**config.mk**
```make
export PLATFORM = sky130hd
export DESIGN_NAME = pwm_reg_ctrl
export DESIGN_NICKNAME = d
export VERILOG_FILES = /design/src/rtl/pwm_reg_ctrl_pkg.sv /design/src/rtl/pwm_reg_ctrl_pulse_sync.sv /design/src/rtl/pwm_reg_ctrl.sv
export SDC_FILE = /design/constraint.sdc
export NUM_CORES = 1
export LEC_CHECK = 0
export CELL_PAD_IN_SITES_DETAIL_PLACEMENT = 0
export CELL_PAD_IN_SITES_GLOBAL_PLACEMENT = 1
export CORE_ASPECT_RATIO = 0.8
export CORE_UTILIZATION = 41
export CTS_CLUSTER_SIZE = 25
export DETAILED_ROUTE_END_ITERATION = 16
export PLACE_DENSITY = 0.78
export SYNTH_ARGS = -nofsm -noshare
export SYNTH_HDL_FRONTEND = slang
export SYNTH_SLANG_ARGS = --single-unit
```
**constraint.sdc**
```tcl
create_clock -name clk -period 1.9 [get_ports clk]
set_input_delay 0.19 -clock clk [delete_from_list [all_inputs] [get_ports clk]]
set_output_delay 0.19 -clock clk [all_outputs]
set_load 0.03 [all_outputs]
```
**src/rtl/pwm_reg_ctrl_pkg.sv**
```systemverilog
// Shared definitions for the SPI-programmed PWM block: register map,
// CTRL bit positions and the OFF/RUN state encoding.
package pwm_reg_ctrl_pkg;

  localparam logic [1:0] ADDR_CTRL     = 2'd0;
  localparam logic [1:0] ADDR_PRESCALE = 2'd1;
  localparam logic [1:0] ADDR_PERIOD   = 2'd2;
  localparam logic [1:0] ADDR_DUTY     = 2'd3;

  localparam int CTRL_ENABLE_BIT = 0;
  localparam int CTRL_INVERT_BIT = 1;

  typedef enum logic {
    OFF = 1'b0,
    RUN = 1'b1
  } pwm_state_e;

  // CTRL read-back: only enable and invert are implemented, upper bits read 0.
  function automatic logic [7:0] ctrl_readback(input logic enable, input logic invert);
    logic [7:0] value;
    value = '0;
    value[CTRL_ENABLE_BIT] = enable;
    value[CTRL_INVERT_BIT] = invert;
    return value;
  endfunction

endpackage

```
**src/rtl/pwm_reg_ctrl_pulse_sync.sv**
```systemverilog
// Multi-flop synchronizer for an asynchronous level, followed by a
// rising-edge detector producing a registered one-clk pulse.
module pulse_sync #(
  parameter int SYNC_STAGES = 2
) (
  input  logic clk,
  input  logic rst_n,
  input  logic async_level,
  output logic pulse
);

  logic [SYNC_STAGES-1:0] sync_q;
  logic                   prev;

  always_ff @(posedge clk or negedge rst_n) begin
    if (!rst_n) begin
      sync_q <= '0;
      prev   <= 1'b0;
      pulse  <= 1'b0;
    end else begin
      sync_q <= {sync_q[SYNC_STAGES-2:0], async_level};
      prev   <= sync_q[SYNC_STAGES-1];
      pulse  <= sync_q[SYNC_STAGES-1] & ~prev;
    end
  end

endmodule

```
**src/rtl/pwm_reg_ctrl.sv**
```systemverilog
// PWM generator with an SPI-written register file (CTRL/PRESCALE/PERIOD/DUTY).
// Define PWM_SHADOW_EN to make PRESCALE/PERIOD/DUTY take effect only at period wrap.
module pwm_reg_ctrl
  import pwm_reg_ctrl_pkg::*;
#(
  parameter int SYNC_STAGES = 2
) (
  input  logic       clk,
  input  logic       rst_n,
  input  logic       spi_wr_en,
  input  logic [1:0] spi_addr,
  input  logic [7:0] spi_data,
  output logic [7:0] rd_data,
  output logic       pwm_out,
  output logic       period_done
);

  logic       wr_stb;
  logic       vld_p0;
  logic [1:0] wr_addr_p0;
  logic [7:0] wr_data_p0;

  logic       ctrl_enable;
  logic       ctrl_invert;
  logic [7:0] prescale_reg;
  logic [7:0] period_reg;
  logic [7:0] duty_reg;

  logic       wr_ctrl;
  logic       wr_prescale;
  logic       wr_period;
  logic       wr_duty;

  logic [7:0] act_prescale;
  logic [7:0] act_period;
  logic [7:0] act_duty;

  pwm_state_e state;
  pwm_state_e state_next;
  logic       run_active;

  logic [7:0] pre_cnt;
  logic [7:0] per_cnt;
  logic       tick;
  logic       per_wrap;

  pulse_sync #(
    .SYNC_STAGES(SYNC_STAGES)
  ) u_pulse_sync (
    .clk        (clk),
    .rst_n      (rst_n),
    .async_level(spi_wr_en),
    .pulse      (wr_stb)
  );

  // Stage p0: capture SPI address/data while the strobe is high
  always_ff @(posedge clk or negedge rst_n) begin
    if (!rst_n) begin
      vld_p0     <= 1'b0;
      wr_addr_p0 <= '0;
      wr_data_p0 <= '0;
    end else begin
      vld_p0 <= wr_stb;
      if (wr_stb) begin
        wr_addr_p0 <= spi_addr;
        wr_data_p0 <= spi_data;
      end
    end
  end

  assign wr_ctrl     = vld_p0 && (wr_addr_p0 == ADDR_CTRL);
  assign wr_prescale = vld_p0 && (wr_addr_p0 == ADDR_PRESCALE);
  assign wr_period   = vld_p0 && (wr_addr_p0 == ADDR_PERIOD);
  assign wr_duty     = vld_p0 && (wr_addr_p0 == ADDR_DUTY);

  // Stage p1: register file update
  always_ff @(posedge clk or negedge rst_n) begin
    if (!rst_n) begin
      ctrl_enable  <= 1'b0;
      ctrl_invert  <= 1'b0;
      prescale_reg <= '0;
      period_reg   <= '0;
      duty_reg     <= '0;
    end else begin
      if (wr_ctrl) begin
        ctrl_enable <= wr_data_p0[CTRL_ENABLE_BIT];
        ctrl_invert <= wr_data_p0[CTRL_INVERT_BIT];
      end
      if (wr_prescale) prescale_reg <= wr_data_p0;
      if (wr_period)   period_reg   <= wr_data_p0;
      if (wr_duty)     duty_reg     <= wr_data_p0;
    end
  end

  always_comb begin
    rd_data = '0;
    case (spi_addr)
      ADDR_CTRL:     rd_data = ctrl_readback(ctrl_enable, ctrl_invert);
      ADDR_PRESCALE: rd_data = prescale_reg;
      ADDR_PERIOD:   rd_data = period_reg;
      ADDR_DUTY:     rd_data = duty_reg;
      default:       rd_data = '0;
    endcase
  end

  always_ff @(posedge clk or negedge rst_n) begin
    if (!rst_n) begin
      state <= OFF;
    end else begin
      state <= state_next;
    end
  end

  always_comb begin
    state_next = state;
    case (state)
      OFF:     if (ctrl_enable)  state_next = RUN;
      RUN:     if (!ctrl_enable) state_next = OFF;
      default: state_next = OFF;
    endcase
  end

  // A disable takes hold in the same cycle CTRL changes, before the state flips.
  assign run_active = (state == RUN) && ctrl_enable;

  assign tick     = (pre_cnt >= act_prescale);
  assign per_wrap = tick && (per_cnt >= act_period);

`ifdef PWM_SHADOW_EN
  logic [7:0] sh_prescale;
  logic [7:0] sh_period;
  logic [7:0] sh_duty;
  logic       load_shadow;

  // A write landing on the wrap edge is forwarded so it is not deferred a period.
  assign load_shadow = (state == OFF) || (run_active && per_wrap);

  always_ff @(posedge clk or negedge rst_n) begin
    if (!rst_n) begin
      sh_prescale <= '0;
      sh_period   <= '0;
      sh_duty     <= '0;
    end else if (load_shadow) begin
      sh_prescale <= wr_prescale ? wr_data_p0 : prescale_reg;
      sh_period   <= wr_period   ? wr_data_p0 : period_reg;
      sh_duty     <= wr_duty     ? wr_data_p0 : duty_reg;
    end
  end

  assign act_prescale = sh_prescale;
  assign act_period   = sh_period;
  assign act_duty     = sh_duty;
`else
  assign act_prescale = prescale_reg;
  assign act_period   = period_reg;
  assign act_duty     = duty_reg;
`endif

  always_ff @(posedge clk or negedge rst_n) begin
    if (!rst_n) begin
      pre_cnt <= '0;
      per_cnt <= '0;
    end else if (!run_active) begin
      pre_cnt <= '0;
      per_cnt <= '0;
    end else begin
      pre_cnt <= tick ? 8'd0 : pre_cnt + 8'd1;
      if (tick) begin
        per_cnt <= per_wrap ? 8'd0 : per_cnt + 8'd1;
      end
    end
  end

  // Stage p2: registered PWM and wrap pulse
  always_ff @(posedge clk or negedge rst_n) begin
    if (!rst_n) begin
      pwm_out     <= 1'b0;
      period_done <= 1'b0;
    end else begin
      pwm_out     <= run_active && ((per_cnt < act_duty) ^ ctrl_invert);
      period_done <= run_active && per_wrap;
    end
  end

endmodule

```
==> results by stage, run 1 <==
Run status:
- The run finished with clean final reports.

Timing:
- The count of pins over their slew limit is 0.
- Setup repair after global routing could not meet its margin everywhere.
- In this run the tightest slew margin relative to its limit is approximately two thirds.
- The final worst setup slack is around 0.014 ns.
- The post-route clock skew is roughly 0.011 ns.
- The count of final hold-check violations is 0.
- Summed over all failing endpoints, the final setup total negative slack is 0 ns.
- Counting I/O delays and the setup requirement, the final critical path takes 1.89 ns.
- At the pin with the least slew margin, the transition time is ~0.50 ns.
- Of the available clock period, the critical path in the final layout requires approximately 99%.
- The highest clock frequency the design can meet is approximately 0.53 GHz.
- Setup violations remaining at the end of the flow were counted as 0.

Synthesis:
- The synthesized netlist devotes ~10% of its cell area to compound gates.
- For this run, asynchronously set or reset flops after synthesis account for 100%.
- Yosys mapped a number of flops with a built-in enable equal to 0.
- In this run the biggest area consumer among cell types represents between 40% and 50% of the synthesized area.
- The multiplexer share of the synthesized area is between 10% and 20%.
- For this run, the number of Yosys warnings is 0.
- The average cell area after synthesis is approximately 11 sq um.
- Summing the areas of all and, or, nand and nor instances in the mapped netlist gives 11.1% of the synthesized area.
- Counting distinct cell types in the post-synthesis netlist gives between 40 and 50.
- After synthesis, flip-flops and latches occupy 48.2% of the total area.
- dfrtp_1 takes more of the synthesized area than any other cell.
- The dominant combinational cell family by area after synthesis is multiplexers.
- The net count of the mapped netlist is about 310.
- After Yosys synthesis, full adders, half adders and majority gates account for 10.0% of the synthesized area.
- After technology mapping, the gate count stands at 273.
- In the synthesized netlist the dominant register cell turns out to be dfrtp_1.
- Synthesis inferred 60 register bits.
- Of the total synthesized cell area, the portion taken by XOR and XNOR cells is around 1.7%.
- Counting instances in the post-synthesis netlist gives the leading cell types as dfrtp_1, mux2_2, ha_1, inv_1, nand2_1.
- dfrtp_1 is the most common cell in the netlist.
- By area the synthesized netlist is led by dfrtp_1, mux2_2, ha_1.
- After synthesis the cells add up to 0.00311 sq mm.

Layout:
- The count of antenna diodes in the layout is 0.
- The layout cell share with drive strength beyond 1 is approximately 35%.
- The number of cells in the finished layout apart from fillers is around 420.
- In the final design database the tool counted roughly 370 nets.
- The core utilization of the finished layout is 52.8%.
- The layout overhead on the synthesized area is 24.9%.

Floorplan:
- For this configuration, the core starts out at a cell density of a little over two fifths.
- For this design the top-level I/O count stands at 23.
- In this run the core area contains 28 standard-cell rows.
- The floorplan step set the die width to 99.4 um.
- The total die area is ~0.0079 sq mm.
- The standard cell core area is 0.00736 sq mm.
- The floorplan step set the die height to between 70 and 80 um.

Worst setup path:
- The most critical setup path has its endpoint at per_cnt[0].
- The depth of the most critical reg-to-reg path is 6.
- Walking the worst path, the cells encountered are ha_2, or4_4, a21oi_4, o31a_4, nand2b_4, o31ai_2.
- The worst reg2reg path startpoint is per_cnt[4].
- The kind of cell with the highest combined delay along the critical path is simple AND/OR/NAND/NOR gates.
- The slowest stage of the critical path is the or4_4 cell.
- The number of buffers and inverters on the critical path is 0.
- The type of origin of the critical path is a flop.
- The peak fanout along the critical path is 8.
- In this run the worst setup path begins at per_cnt[4].
- On the worst path, the slowest cell contributes a delay of between 0.5 and 0.6 ns.
- The kind of capture point of the worst setup path is a flop.
- Data on the critical path is required at its endpoint by about 2.2 ns.
- STA puts the critical path data arrival time at between 2 and 2.5 ns.
- The critical path depth in cells is 6.
- The slack of the worst reg-to-reg path is between 0.01 and 0.015 ns.
- The endpoint of the most critical register-to-register path is per_cnt[0].
- The category of the critical setup timing path is reg2reg.

Clock network:
- The later-pin clock latency in the skew report is about 0.35 ns.
- For this design, the sink count on the clock tree is 60.
- Clock-pin slew was measured on the worst setup and hold paths at approximately 0.080 ns.
- TritonCTS built the clock tree.
- The maximum root-to-sink buffer count is 2.
- In this run the number of H-tree levels came out at 3.
- The TritonCTS buffer count is 9.
- The tree is rooted in a clkbuf_8.

Placed design:
- The congestion estimate from routability-driven global placement came to ~0.8.
- The minimum setup slack after placement is -0.218 ns.
- Including well taps, the total number of placed cells is ~400.
- The count of buffers from port buffering is 22.
- The half-perimeter wire length after detailed placement is around 5000 um.

Routing:
- The total DRC errors in the routed layout is 0.
- The routed layout has approximately 2200 vias.
- In this run the remaining antenna-violating nets after routing total 0.
- The routed length per placed instance is around 16 um.
- The average via count per standard cell is around 5.3.
- In this run, the number of DRC markers left after iteration 0 of detailed routing was approximately 100.
- For this block, the routed nets add up to a little under 7000 um of wire.
- The first TritonRoute pass finished after 4 iterations.

Global route:
- For this run the aggregate overflow at the end of global routing stands at 0.
- The initial antenna violation count is 0.
- The via count of the first global-routing pass is about 2300.
- The global-route usage over all layers is around a fifth.
- The first global-routing pass estimated about 12000 um of wire.
- The pin count of the biggest net entering global routing is slightly above 60.

Flow run:
- The max-cap check violation count is 0.

Power:
- In this run the static leakage power is 1.84 nW.
- The power density over cell area is approximately 1200 mW/mm^2.
- Across the VDD grid, the largest voltage drop is 0.583 mV.

Min path:
- The class of the most critical hold timing path is in2reg.
## per-layer routing
layer	track usage (%)	part of all wire, %	vias to the layer above
li1	-	-	1082
met1	26.5	50	1095
met2	30.5	45	45
met3	5.25	3.6	11
met4	7.06	1.4	0
met5	0	0	-
## report_power, final
part / leakage (nW) / switching (mW) / internal [mW]
sequential: 0.752 / 0.278 / 1.61
combinational: 1.00 / 0.833 / 0.820
clock: 0.0833 / 0.565 / 0.489
## cell usage in the layout, fill, tap and decap left out, types with 2 or more instances in the layout
master,Yosys,routed
a21oi_1,12,9
a21oi_2,1,3
a22o_1,6,6
and3_1,4,4
buf_4,0,30
buf_6,1,2
clkbuf_8,0,9
clkdlybuf4s50_1,0,13
clkinvlp_4,0,3
dfrtp_1,60,59
ha_1,25,22
ha_2,0,3
inv_1,25,22
inv_2,0,3
inv_6,0,4
mux2_2,36,36
mux4_2,2,2
nand2_1,18,17
nand2b_1,3,2
nand2b_4,0,2
nand3_1,10,10
nand3b_1,2,2
nand4_1,2,2
nor2_1,11,10
nor2b_1,2,2
o21ai_0,10,9
o22ai_1,5,4
or2_2,2,2
or3_1,6,5
xnor2_1,2,2
xor2_1,4,4
## sequential cells by signal, summed over array words and instances (netlist names)
register             flops
per_cnt                  8
pwm_out                  1
period_done              1
vld_p0                   1
ctrl_invert              1
u_pulse_sync.prev        1
wr_addr_p0               2
ctrl_enable              1
act_prescale             8
u_pulse_sync.sync_q      2
u_pulse_sync.pulse       1
state                    1
act_period               8
pre_cnt                  8
wr_data_p0               8
act_duty                 8
## metrics by stage
stage	instance area (sq um)	hold WS (ns)	total power, mW
5_1_grt	3890	0.268	4.90
2_1_floorplan	3120	-0.106	2.82
3_3_place_gp	3570	0.220	3.38
3_5_place_dp	3570	0.219	3.43
4_1_cts	3820	0.261	4.53
6_report	3890	0.276	4.59
## kinds of logic (layout without fill, tap and decap cells)
family,count (synthesis),count (layout)
AO/OA/AOI/OAI,45,45
AND/OR/NAND/NOR,67,67
multiplexers,38,38
buffers and inverters,32,91
XOR/XNOR,6,6
adder cells (fa/ha/maj),25,25
flip-flops,60,60
## worst register-to-register path, cell delays in order (launching register included)
cell	delay (ns)
dfrtp_1	0.41
ha_2	0.19
or4_4	0.54
a21oi_4	0.14
o31a_4	0.19
nand2b_4	0.12
o31ai_2	0.20
## how the worst min path moves through the flow
stage,startpoint,endpoint,cells after the start
finish,spi_wr_en,u_pulse_sync.sync_q[0],1
global route,spi_wr_en,u_pulse_sync.sync_q[0],1
CTS,spi_wr_en,u_pulse_sync.sync_q[0],1
detailed placement,rst_n,pwm_out,2
global placement,rst_n,pwm_out,2
floorplan,rst_n,act_duty[0],0
## layout make-up
cell class / instances / area [sq um]
inverter: 25 / 93.8
sequential: 60 / 1500
clock inverter: 7 / 57.6
tap: 90 / 113
clock buffer: 9 / 124
fill: 654 / 3470
multi-input combinational: 181 / 1570
timing repair buffer: 50 / 429
## repair_timing
| item | 4_1_cts | 5_1_grt |
|---|---|---|
| buffers inserted | 5 | 1 |
| hold buffers | 1 | 0 |
| pin swaps | 5 | 6 |
| setup endpoints to repair | 14 | 17 |
| hold endpoints to repair | 60 | 0 |
| gates resized for setup | 12 | 17 |
Power figures use the tool's default switching activity.
==> run 2: changes to the inputs <==
Settings changed: CORE_UTILIZATION 41 to 42, PLACE_DENSITY 0.78 to default, PLACE_DENSITY_LB_ADDON from default to 0.1.
==> results by stage, run 2 (same netlist as run 1, synthesis figures left out) <==
Run status:
- The run finished, with violations left.
- The final reports fail on setup timing.

Timing:
- The highest clock frequency the design can meet is between 0.5 and 0.6 GHz.
- Setup violations remaining at the end of the flow were counted as 2.
- The smallest hold slack is between 0.2 and 0.3 ns.
- The slew at the pin closest to its max-slew limit is just over 0.5 ns.
- The setup TNS is -0.0624 ns.
- The count of final hold-check violations is 0.
- Measured against its own limit, the worst slew margin works out to 65.4%.
- Setup repair after global routing could not meet its margin everywhere.
- The clock arrives with about 0.0078 ns of skew.
- The final worst setup slack is -0.0408 ns.
- The share of the clock period used by the worst path is 102%.
- The count of pins over their slew limit is 0.
- The smallest clock period supported by the final layout is computed as ~1.9 ns.

Power:
- After layout, the design draws a total of between 4 and 5 mW.
- The worst-case vdd ir drop is 0.554 mV.
- The analysis attributes to cell leakage a power of ~1.8 nW.
- Dividing total power by cell area gives a power density of between 1000 and 1500 mW/mm^2.

Floorplan:
- Once the floorplan was initialized, standard cells occupied around 44% of the core.
- The total die area is slightly below 0.008 sq mm.
- The standard cell core area is ~0.007 sq mm.
- The die is 79.0 um tall.
- The cell row count is 27.
- 23 I/O pins were placed.
- The die boundary width is roughly 100 um.

Worst setup path:
- The kind of capture point of the worst setup path is a flop.
- STA puts the critical path data required time at 2.14 ns.
- In this run the register-to-register setup slack is -0.04 ns.
- The data arrival time at the worst-slack endpoint is 2.18 ns.
- The worst setup path is of the reg2reg kind.
- The worst setup path is launched from a flop.
- The depth of the most critical reg-to-reg path is 6.
- The peak fanout along the critical path is 8.

Layout:
- Leaving out fill and tap cells, the most frequent cells in the layout are dfrtp_1, mux2_2, buf_4, inv_1, ha_1.
- The area growth from synthesis to layout is 25.6%.
- After routing the design area is roughly 0.004 sq mm.
- Counting the fill cells in the layout gives approximately 630.
- The net count of the finished layout is 368.
- The number of cells in the finished layout apart from fillers is 422.
- The core utilization of the finished layout is between 50% and 60%.
- The layout cell share with drive strength beyond 1 is ~35%.
- The area of all sequential standard cells is about 0.0015 sq mm.
- The repair_antennas step left the layout with diodes totalling 0.
- The multi-input combinational cells in the finished layout cover a total of about 0.0016 sq mm.
- The library cell used most frequently in the layout, excluding fill and tap cells, is dfrtp_1.

Clock network:
- Counting along the longest clock path gives a buffer depth of 2.
- TritonCTS created 9 clock buffers.
- After clock tree synthesis, the clock-pin slew on the worst setup and hold paths is around 0.070 ns.
- The clock tree root buffer cell is clkbuf_8.
- The depth of the CTS H-tree is 3.
- The number of sinks driven by the clock tree is 60.
- The clock tree from TritonCTS is done.
- Clock latency on the worst-skew pair, taken at its later pin, is between 0.3 and 0.4 ns.

Placed design:
- Summing all placed instances gives a cell area of approximately 0.0036 sq mm.
- The cell total after placement is 401.
- The HPWL after detailed placement is between 5000 and 6000 um.
- Timing analysis after detailed placement gives a worst setup slack of -0.236 ns.
- The count of buffers from port buffering is 22.
- The weighted congestion reported at the end of routability-driven placement is between 0.7 and 0.8.

Routing:
- The average via count per standard cell is about 5.
- The count of antenna-violating nets left after detailed routing is 0.
- The via count is 2172.
- The wire length reported by the detailed router is between 6000 and 7000 um.
- The violation count after the first detailed-routing iteration is 82.
- For this run, design rule violations remaining after detail routing come to 0.
- The first-pass iteration count of the detailed router is 6.
- The routed length per placed instance is 16.4 um.

Flow run:
- Across the run, the number of max-cap violations was 0.

Min path:
- The class of the most critical hold timing path is in2reg.
- The hold path depth is 1.

Global route:
- Summed over all layers, the global routing overflow is 0.
- The global-route usage over all layers is between 20 and 25%.
- The via count of the first global-routing pass is 2229.
- The pin count of the biggest net entering global routing is 61.
- The wire length of the first global-routing pass is ~12000 um.
- The initial antenna violation count is 0.
-- run 2: path summary, 6_finish.rpt --
kind / to / start
max in group asynchronous: per_cnt[5] / rst_n
min in group asynchronous: vld_p0 / rst_n
max: per_cnt[6] / per_cnt[4]
min reg2reg: u_pulse_sync.sync_q[1] / u_pulse_sync.sync_q[0]
min: u_pulse_sync.sync_q[0] / spi_wr_en
max reg2reg: per_cnt[6] / per_cnt[4]
-- run 2: where the power goes --
group	total [mW]	leakage (nW)	switching, mW	internal (mW)
sequential	1.85	0.752	0.244	1.61
combinational	1.69	1.01	0.847	0.843
clock	0.978	0.0848	0.513	0.464
total	4.52	1.85	1.60	2.91
-- run 2: layer usage --
| metal | share of wire, % | track usage, % | vias to the layer above |
|---|---|---|---|
| met2 | 46 | 30.7 | 28 |
| met5 | 0 | 0 | - |
| li1 | - | - | 1084 |
| met1 | 50 | 28.6 | 1055 |
| met4 | 0.79 | 7.16 | 0 |
| met3 | 3.0 | 4.31 | 5 |
-- run 2: critical path: stages (launching register included) --
cell	delay [ns]
dfrtp_1	0.42
ha_2	0.20
or4_4	0.54
a21oi_4	0.14
o31a_4	0.21
nand2b_4	0.12
o41ai_4	0.20
-- run 2: final cells by class --
cell class,count,area share (%)
clock buffer,9,3.17
multi-input combinational,181,40.5
clock inverter,7,1.12
inverter,25,2.40
timing repair buffer,53,11.6
sequential,60,38.4
tap,87,2.78
-- run 2: what timing repair did --
| item | CTS | global route |
|---|---|---|
| resized for setup | 10 | 14 |
| endpoints found under the setup margin | 16 | 16 |
| pin swaps | 7 | 6 |
| hold endpoints to repair | 60 | 0 |
| buffers inserted | 0 | 4 |
| hold buffers | 1 | 0 |
